`src/rtl/uart_tx_cfg.sv`:
```
`default_nettype none
// +--------------------------------------------------------------------------+
// | uart_tx_cfg                                                              |
// | UART transmitter: 5..9 data bits, optional parity, 1/2 stop bits,        |
// | run-time baud divisor, valid/ready input handshake.                      |
// | Rev 1.0                                                                  |
// +--------------------------------------------------------------------------+
module uart_tx_cfg #(
    parameter int DATA_BITS = 8,
    parameter int PARITY    = 0,
    parameter int STOP_BITS = 1,
    parameter int DIV_W     = 16
) (
    input  logic                 clk_50,
    input  logic                 rst_n,
    input  logic [DIV_W-1:0]     baud_div,
    input  logic                 tx_vld,
    input  logic [DATA_BITS-1:0] tx_data,
    output logic                 tx_rdy,
    output logic                 tx,
    output logic                 busy,
    output logic                 tx_done
);

    localparam int IDX_W = $clog2(DATA_BITS);

    typedef enum logic [2:0] {
        IDLE  = 3'd0,
        START = 3'd1,
        DATA  = 3'd2,
        PAR   = 3'd3,
        STOP  = 3'd4
    } state_t;

    state_t               state, state_n;
    logic [DATA_BITS-1:0] shift, shift_n;
    logic [DIV_W-1:0]     div_q, div_n;
    logic [DIV_W-1:0]     div_cnt, div_cnt_n;
    logic [IDX_W-1:0]     bit_idx, bit_idx_n;
    logic                 stop_idx, stop_idx_n;
    logic                 par, par_n;
    logic                 tx_n;
    logic                 bit_end;

    assign tx_rdy  = (state == IDLE);
    assign busy    = ~tx_rdy;
    assign bit_end = (div_cnt == div_q - DIV_W'(1));

    always_ff @(posedge clk_50 or negedge rst_n) begin
        if (!rst_n) begin
            state    <= IDLE;
            shift    <= '0;
            div_q    <= '0;
            div_cnt  <= '0;
            bit_idx  <= '0;
            stop_idx <= 1'b0;
            par      <= 1'b0;
            tx       <= 1'b1;
        end else begin
            state    <= state_n;
            shift    <= shift_n;
            div_q    <= div_n;
            div_cnt  <= div_cnt_n;
            bit_idx  <= bit_idx_n;
            stop_idx <= stop_idx_n;
            par      <= par_n;
            tx       <= tx_n;
        end
    end

    always_comb begin
        state_n    = state;
        shift_n    = shift;
        div_n      = div_q;
        div_cnt_n  = div_cnt;
        bit_idx_n  = bit_idx;
        stop_idx_n = stop_idx;
        par_n      = par;
        tx_done    = 1'b0;

        if (state != IDLE) begin
            div_cnt_n = bit_end ? '0 : div_cnt + DIV_W'(1);
        end

        case (state)
            IDLE: begin
                if (tx_vld) begin
                    state_n   = START;
                    shift_n   = tx_data;
                    // Divisors below 2 would make a bit shorter than the counter can time.
                    div_n     = (baud_div < DIV_W'(2)) ? DIV_W'(2) : baud_div;
                    par_n     = (PARITY == 1) ? ~^tx_data : ^tx_data;
                    div_cnt_n = '0;
                end
            end
            START: begin
                if (bit_end) begin
                    state_n   = DATA;
                    bit_idx_n = '0;
                end
            end
            DATA: begin
                if (bit_end) begin
                    shift_n   = shift >> 1;
                    bit_idx_n = bit_idx + IDX_W'(1);
                    if (bit_idx == IDX_W'(DATA_BITS - 1)) begin
                        bit_idx_n  = '0;
                        stop_idx_n = 1'b0;
                        state_n    = (PARITY != 0) ? PAR : STOP;
                    end
                end
            end
            PAR: begin
                if (bit_end) begin
                    state_n    = STOP;
                    stop_idx_n = 1'b0;
                end
            end
            STOP: begin
                if (bit_end) begin
                    if (stop_idx == 1'(STOP_BITS - 1)) begin
                        tx_done    = 1'b1;
                        stop_idx_n = 1'b0;
                        state_n    = IDLE;
                    end else begin
                        stop_idx_n = stop_idx + 1'b1;
                    end
                end
            end
            default: state_n = IDLE;
        endcase

        // Line level follows the next state so tx changes on the same edge as the state.
        case (state_n)
            START:   tx_n = 1'b0;
            DATA:    tx_n = shift_n[0];
            PAR:     tx_n = par_n;
            default: tx_n = 1'b1;
        endcase
    end

endmodule
`default_nettype wire

```
`config.mk`:
```
export PLATFORM = sky130hd
export DESIGN_NAME = uart_tx_cfg
export DESIGN_NICKNAME = d
export VERILOG_FILES = /design/src/rtl/uart_tx_cfg.sv
export SDC_FILE = /design/constraint.sdc
export NUM_CORES = 1
export LEC_CHECK = 0
export ABC_AREA = 0
export CAP_MARGIN = 40
export CORE_MARGIN = 3
export CORE_UTILIZATION = 56
export CTS_CLUSTER_DIAMETER = 80
export CTS_CLUSTER_SIZE = 28
export DETAILED_ROUTE_END_ITERATION = 10
export MAX_ROUTING_LAYER = met4
export PLACE_DENSITY = 0.79
export SLEW_MARGIN = 20
export SYNTH_ARGS = -nofsm -noshare
export SYNTH_HDL_FRONTEND = slang
export SYNTH_SLANG_ARGS = --single-unit
```
`constraint.sdc`:
```
create_clock -name clk_50 -period 4.1 [get_ports clk_50]
set_input_delay 0.41 -clock clk_50 [delete_from_list [all_inputs] [get_ports clk_50]]
set_output_delay 0.41 -clock clk_50 [all_outputs]
set_load 0.05 [all_outputs]
```
==> results.sh, run 1 <==
export IMPL_tritoncts="yes"
export IMPL_powerDensity_mw_per_mm2=572
export IMPL_synth_area_per_cell_sq_um=9.01
export IMPL_setup_viol=0
export IMPL_viasPerCell=5.52
export IMPL_drt_wl_total_microns=5590
export IMPL_cts_max_level=2
export IMPL_switchingPower_w=0.000768
export IMPL_num_vias=2273
export IMPL_synth_xor_area_frac=0.126
export IMPL_ys_seq_area_frac=0.422
export IMPL_cp_required_ns=3.69
export IMPL_initial_core_util=0.591
export IMPL_drc_errors=0
export IMPL_grt_usage=0.211
export IMPL_ys_flop_type="dfrtp_1"
export IMPL_async_flop_share=1.00
export IMPL_area_delta_synth_final_pct=15.5
export IMPL_layout_min_cycle_time_ns=3.62
export IMPL_drive_gt1_frac=0.0696
export IMPL_start_kind="register"
export IMPL_postSynthCellCount=316
export IMPL_syn_num_nets=347
export IMPL_synth_mux_area_frac=0.00703
export IMPL_root_buffer="clkbuf_8"
export IMPL_seqPwrFrac=0.444
export IMPL_min_period_over_period=0.884
export IMPL_synth_edf_count=0
export IMPL_ios=31
export IMPL_crit_type="register to output port"
export IMPL_ys_types=55
export IMPL_crit_path_max_fanout=9
export IMPL_arrival_ns=3.21
export IMPL_hold_ws_ns=0.202
export IMPL_fin_nets=375
export IMPL_synthSimpleGateAreaFrac=0.265
export IMPL_layout_commonest_cell="nand2_1"
export IMPL_p_leak_nw=1.45
export IMPL_rows=25
export IMPL_clk_latency_ns=0.29
export IMPL_fp_dieH_microns=77.3
export IMPL_wl_per_cell_microns=13.6
export IMPL_dieArea_sq_mm=0.00598
export IMPL_clock_sinks=48
export IMPL_grt_pass1_wl_microns=9980
export IMPL_n_fill_cell=418
export IMPL_drv_slew=0
export IMPL_tightest_slew_ns=0.598
export IMPL_port_buffers=30
export IMPL_antenna_cells=0
export IMPL_fin_worst_skew_ns=0.00522
export IMPL_overflow=0
export IMPL_grt_max_degree=49
export IMPL_cts_made_buffers=5
export IMPL_comb_power_share=0.406
export IMPL_peakVddDrop_uv=340
export IMPL_cp_end_kind="output port"
export IMPL_post_cts_buffers=0
export IMPL_core_sq_mm=0.00482
export IMPL_slew_headroom=0.601
export IMPL_synth_warnings=0
export IMPL_synth_compound_area_frac=0.129
export IMPL_synth_adder_area_share=0.0176
export IMPL_path_clk_slew_ns=0.08
export IMPL_hold_class="primary input to async pin"
export IMPL_drtIter0Drc=152
export IMPL_status="finished clean"
export IMPL_rsz0062_at_grt="no"
export IMPL_fmax_ghz=0.276
export IMPL_ant_nets=0
export IMPL_intPower_w=0.00111
export IMPL_switching_share=0.408
export IMPL_mostFrequentLayoutCells="57 x nand2_1, 47 x dfrtp_1, 28 x nor2_1, 28 x clkdlybuf4s50_1, 23 x xnor2_1"
export IMPL_first_pass_iters=6
export IMPL_synth_area_sq_mm=0.00285
export IMPL_synth_top_family_by_area="simple AND/OR/NAND/NOR gates"
export IMPL_final_hold_viol_count=0
export IMPL_fin_total_pwr_w=0.00188
export IMPL_tns_ns=0
export IMPL_dp_hpwl_microns=4240
export IMPL_die_x_microns=77.3
export IMPL_routabilityCongestion=0.892
export IMPL_cts_buffer_depth=2
export IMPL_reg2reg_slack_ns=0.93
export IMPL_grt_pass1_vias=2210
export IMPL_maxCapViolations=0
export IMPL_pwr_share_clk=0.150
export IMPL_ys_ff_latch=48
export IMPL_holdBufCountCts=0
export IMPL_antenna_found_initial=0
export IMPL_cts_resized=0
[synthesized netlist by cell type, types with 3 or more instances]
| cell | number | area [sq um] |
|---|---|---|
| nor3_1 | 5 | 25.0 |
| a22o_1 | 11 | 96.3 |
| nand3b_1 | 4 | 30.0 |
| clkbuf_1 | 6 | 22.5 |
| nor2_1 | 28 | 105 |
| xnor2_1 | 23 | 201 |
| nand3_1 | 17 | 85.1 |
| xor2_1 | 18 | 158 |
| nand4_1 | 5 | 31.3 |
| or4_1 | 5 | 37.5 |
| buf_2 | 3 | 15.0 |
| nand2_1 | 57 | 214 |
| nor4_1 | 6 | 37.5 |
| inv_1 | 12 | 45.0 |
| dfrtp_1 | 47 | 1180 |
| a21o_1 | 6 | 45.0 |
| o21ai_0 | 8 | 40.0 |
| a21oi_1 | 3 | 15.0 |
| ha_1 | 4 | 50.1 |
[path summary, 6_finish.rpt]
path	from	cells past startpoint	to
max	div_q[0]	10	tx_done
min	rst_n	2	bit_idx[2]
max reg2reg	div_q[0]	10	div_cnt[7]
min reg2reg	shift[1]	1	shift[1]
max in group asynchronous	rst_n	2	div_q[13]
min in group clk_50	shift[1]	1	shift[1]
[metal layers]
layer | track usage | wire length (microns) | vias up
met3 | 0.0411 | 174 | 4
met2 | 0.309 | 2540 | 45
met4 | 0.0605 | 31 | 0
met5 | - | 0 | -
met1 | 0.298 | 2850 | 1066
li1 | - | - | 1158
[cell type report]
cell class / count / area [sq um] / share of cell area
Multi-Input combinational cell: 245 / 1550 / 0.472
Sequential cell: 48 / 1200 / 0.366
Timing Repair Buffer: 32 / 315 / 0.0959
Clock buffer: 8 / 90.1 / 0.0274
Tap cell: 67 / 83.8 / 0.0255
Inverter: 12 / 45.0 / 0.0137
[kinds of logic after synthesis]
kind of cell             after synthesis
buffers and inverters                 23
XOR/XNOR                              41
adder cells (fa/ha/maj)                4
multiplexers                           2
AO/OA/AOI/OAI                         47
flip-flops                            48
AND/OR/NAND/NOR                      151
[sequential cells by signal (all words and copies together) (netlist names)]
signal   count
bit_idx      3
state        3
par          1
shift        8
tx           1
div_q       16
div_cnt     16
[worst max-delay path, stage by stage (launching register included)]
cell and delay (ns):
dfrtp_1 0.42, inv_1 0.09, ha_1 0.26, nor4b_1 0.46, nand3_1 0.17, xnor2_1 0.15
a2111oi_1 0.55, and4_4 0.33, nand2_2 0.15, nor2_1 0.14, buf_4 0.20
[metrics by stage]
step                      std cells   util  worst slack (ns)  area (sq um)
final                           412  0.683             0.477          3290
after global routing            412  0.683             0.155          3290
after CTS                       412  0.683             0.469          3290
after detailed placement        404  0.664             0.817          3200
after global placement          403  0.661             0.891          3180
after floorplan                 316      -             0.630          2850
[power by group through the flow]
stage	Clock (W)	Sequential, W	Combinational (W)
2_1_floorplan	0	0.000767	0.000634
3_5_place_dp	0	0.000840	0.000762
3_3_place_gp	0	0.000831	0.000744
4_1_cts	0.000292	0.000830	0.000766
6_report	0.000282	0.000836	0.000763
5_1_grt	0.000313	0.000867	0.000862
No activity file was read; power rests on OpenSTA's default activity.
==> run 2, diff against run 1 <==
--- a/config.mk
+++ b/config.mk
@@ -13,7 +13,7 @@
 export CTS_CLUSTER_SIZE = 28
 export DETAILED_ROUTE_END_ITERATION = 10
 export MAX_ROUTING_LAYER = met4
-export PLACE_DENSITY = 0.79
+export PLACE_DENSITY = 0.82
 export SLEW_MARGIN = 20
 export SYNTH_ARGS = -nofsm -noshare
 export SYNTH_HDL_FRONTEND = slang
==> run 2 against run 1 <==
  * Final area grew 0.38%
  * Non-clock buffer count is the same
  * Sequential power grew 0.5%
  * Register-to-register slack lost 0.02 ns
  * Wire length grew 4.2%
  * Clock power grew 1%
  * Critical path depth is the same
  * First-iteration DRC count shrank 15%
  * Die area is the same
  * Fmax shrank 0.63%
  * Utilization grew 0.26 points
  * Critical path type unchanged
  * Largest cell class unchanged
  * Largest power group unchanged
==> results.sh, run 2 (synthesized netlist as in run 1, its figures left out) <==
export IMPL_grt_pass1_vias=2160
export IMPL_start_kind="register"
export IMPL_switching_share=0.414
export IMPL_crit_type="register to output port"
export IMPL_overflow=0
export IMPL_pwr_share_clk=0.150
export IMPL_tightest_slew_ns=0.628
export IMPL_holdBufCountCts=0
export IMPL_top_regs="div_cnt (16), div_q (16), shift (8)"
export IMPL_n_fill_cell=398
export IMPL_post_layout_nonfiller_instances=412
export IMPL_cp_end_kind="output port"
export IMPL_comb_power_share=0.409
export IMPL_fin_area_sq_mm=0.00330
export IMPL_antenna_cells=0
export IMPL_fin_nets=375
export IMPL_cts_max_level=2
export IMPL_drive_gt1_frac=0.0696
export IMPL_worstPathCellList="inv_1 -> ha_1 -> nor4b_1 -> nand3_1 -> xnor2_1 -> a2111oi_1 -> and4_4 -> nand2_2 -> nor2_1 -> buf_4"
export IMPL_area_delta_synth_final_pct=15.9
export IMPL_layout_min_cycle_time_ns=3.65
export IMPL_grt_max_degree=32
export IMPL_mostFrequentLayoutCells="57 x nand2_1, 47 x dfrtp_1, 28 x nor2_1, 28 x clkdlybuf4s50_1, 23 x xnor2_1"
export IMPL_num_vias=2295
export IMPL_path_clk_slew_ns=0.08
export IMPL_rows=25
export IMPL_cts_resized=0
export IMPL_p_leak_nw=1.45
export IMPL_grt_pass1_wl_microns=9960
export IMPL_dp_hpwl_microns=4430
export IMPL_clock_sinks=48
export IMPL_seqPwrFrac=0.441
export IMPL_powerDensity_mw_per_mm2=576
export IMPL_antenna_found_initial=0
export IMPL_hold_class="primary input to async pin"
export IMPL_cts_buffer_depth=2
export IMPL_worst_r2r_path_depth=10
export IMPL_arrival_ns=3.24
export IMPL_drtIter0Drc=129
export IMPL_status="finished clean"
export IMPL_wl_per_cell_microns=14.1
export IMPL_max_stage_delay_ns=0.55
export IMPL_post_cts_buffers=0
export IMPL_routabilityCongestion=0.962
export IMPL_maxCapViolations=0
export IMPL_fmax_ghz=0.274
export IMPL_setup_viol=0
export IMPL_fin_worst_skew_ns=0.00433
export IMPL_switchingPower_w=0.000787
export IMPL_final_hold_viol_count=0
export IMPL_drc_errors=0
export IMPL_crit_path_max_fanout=9
export IMPL_ios=31
export IMPL_viasPerCell=5.57
export IMPL_dp_cells=404
export IMPL_cts_made_buffers=5
export IMPL_core_sq_mm=0.00482
export IMPL_dieArea_sq_mm=0.00598
export IMPL_drt_wl_total_microns=5830
export IMPL_tritoncts="yes"
export IMPL_fp_dieH_microns=77.3
export IMPL_peakVddDrop_uv=338
export IMPL_cp_slowest_cell="a2111oi_1"
export IMPL_first_pass_iters=4
export IMPL_tns_ns=0
export IMPL_slew_headroom=0.580
export IMPL_grt_usage=0.212
export IMPL_intPower_w=0.00112
export IMPL_min_period_over_period=0.889
export IMPL_clk_latency_ns=0.30
export IMPL_layout_commonest_cell="nand2_1"
export IMPL_place_area_sq_mm=0.00321
export IMPL_die_x_microns=77.3
export IMPL_cp_required_ns=3.69
export IMPL_initial_core_util=0.591
export IMPL_root_buffer="clkbuf_8"
export IMPL_rsz0062_at_grt="no"
export IMPL_drv_slew=0
export IMPL_port_buffers=30
export IMPL_ant_nets=0
[run 2: per-stage QoR]
stage / total power [W] / util / worst slack [ns] / hold WS, ns
floorplan: 0.00140 / - / 0.630 / 0.114
global placement: 0.00157 / 0.659 / 0.895 / 0.462
detailed placement: 0.00161 / 0.666 / 0.808 / 0.365
CTS: 0.00190 / 0.685 / 0.476 / 0.0467
global route: 0.00204 / 0.685 / 0.306 / 0.0528
finish: 0.00190 / 0.685 / 0.454 / 0.0312
[run 2: critical path: cells and delay by family, from the launching register on]
| family | cells | cell delay, ns |
|---|---|---|
| AOI/OAI and AO/OA | 1 | 0.55 |
| buffers and inverters | 2 | 0.29 |
| and+or+nand+nor | 5 | 1.24 |
| DFF | 1 | 0.42 |
| adders and majority gates | 1 | 0.28 |
| xor gates and xnor gates | 1 | 0.15 |
[run 2: path summary, 6_finish.rpt]
check | from | to | slack, ns
min in group clk_50 | shift[3] | shift[3] | 0.49
max in group asynchronous | rst_n | tx | 3.51
hold reg to reg | shift[3] | shift[3] | 0.49
setup reg to reg | div_q[0] | bit_idx[2] | 0.91
hold / removal | rst_n | bit_idx[1] | 0.03
setup / recovery | div_q[0] | tx_done | 0.45
[run 2: power by group through the flow]
stage / clock network, W / registers (W) / logic (W)
3_5_place_dp: 0 / 0.000841 / 0.000771
3_3_place_gp: 0 / 0.000829 / 0.000743
2_1_floorplan: 0 / 0.000767 / 0.000634
4_1_cts: 0.000288 / 0.000832 / 0.000779
5_1_grt: 0.000313 / 0.000860 / 0.000865
6_report: 0.000286 / 0.000840 / 0.000777
[run 2: metal layers]
layer	GRT usage	share of wire	vias up
met4	0.0676	0.017	0
met1	0.272	0.47	1085
met2	0.334	0.48	43
li1	-	-	1154
met5	-	0	-
met3	0.0481	0.039	13
[run 2: cell type report]
cell class | count | area (sq um) | area share
clock buffer | 8 | 90.1 | 0.0273
sequential | 48 | 1200 | 0.364
timing repair buffer | 32 | 328 | 0.0993
inverter | 12 | 45.0 | 0.0136
tap | 67 | 83.8 | 0.0254
multi-input combinational | 245 | 1550 | 0.470
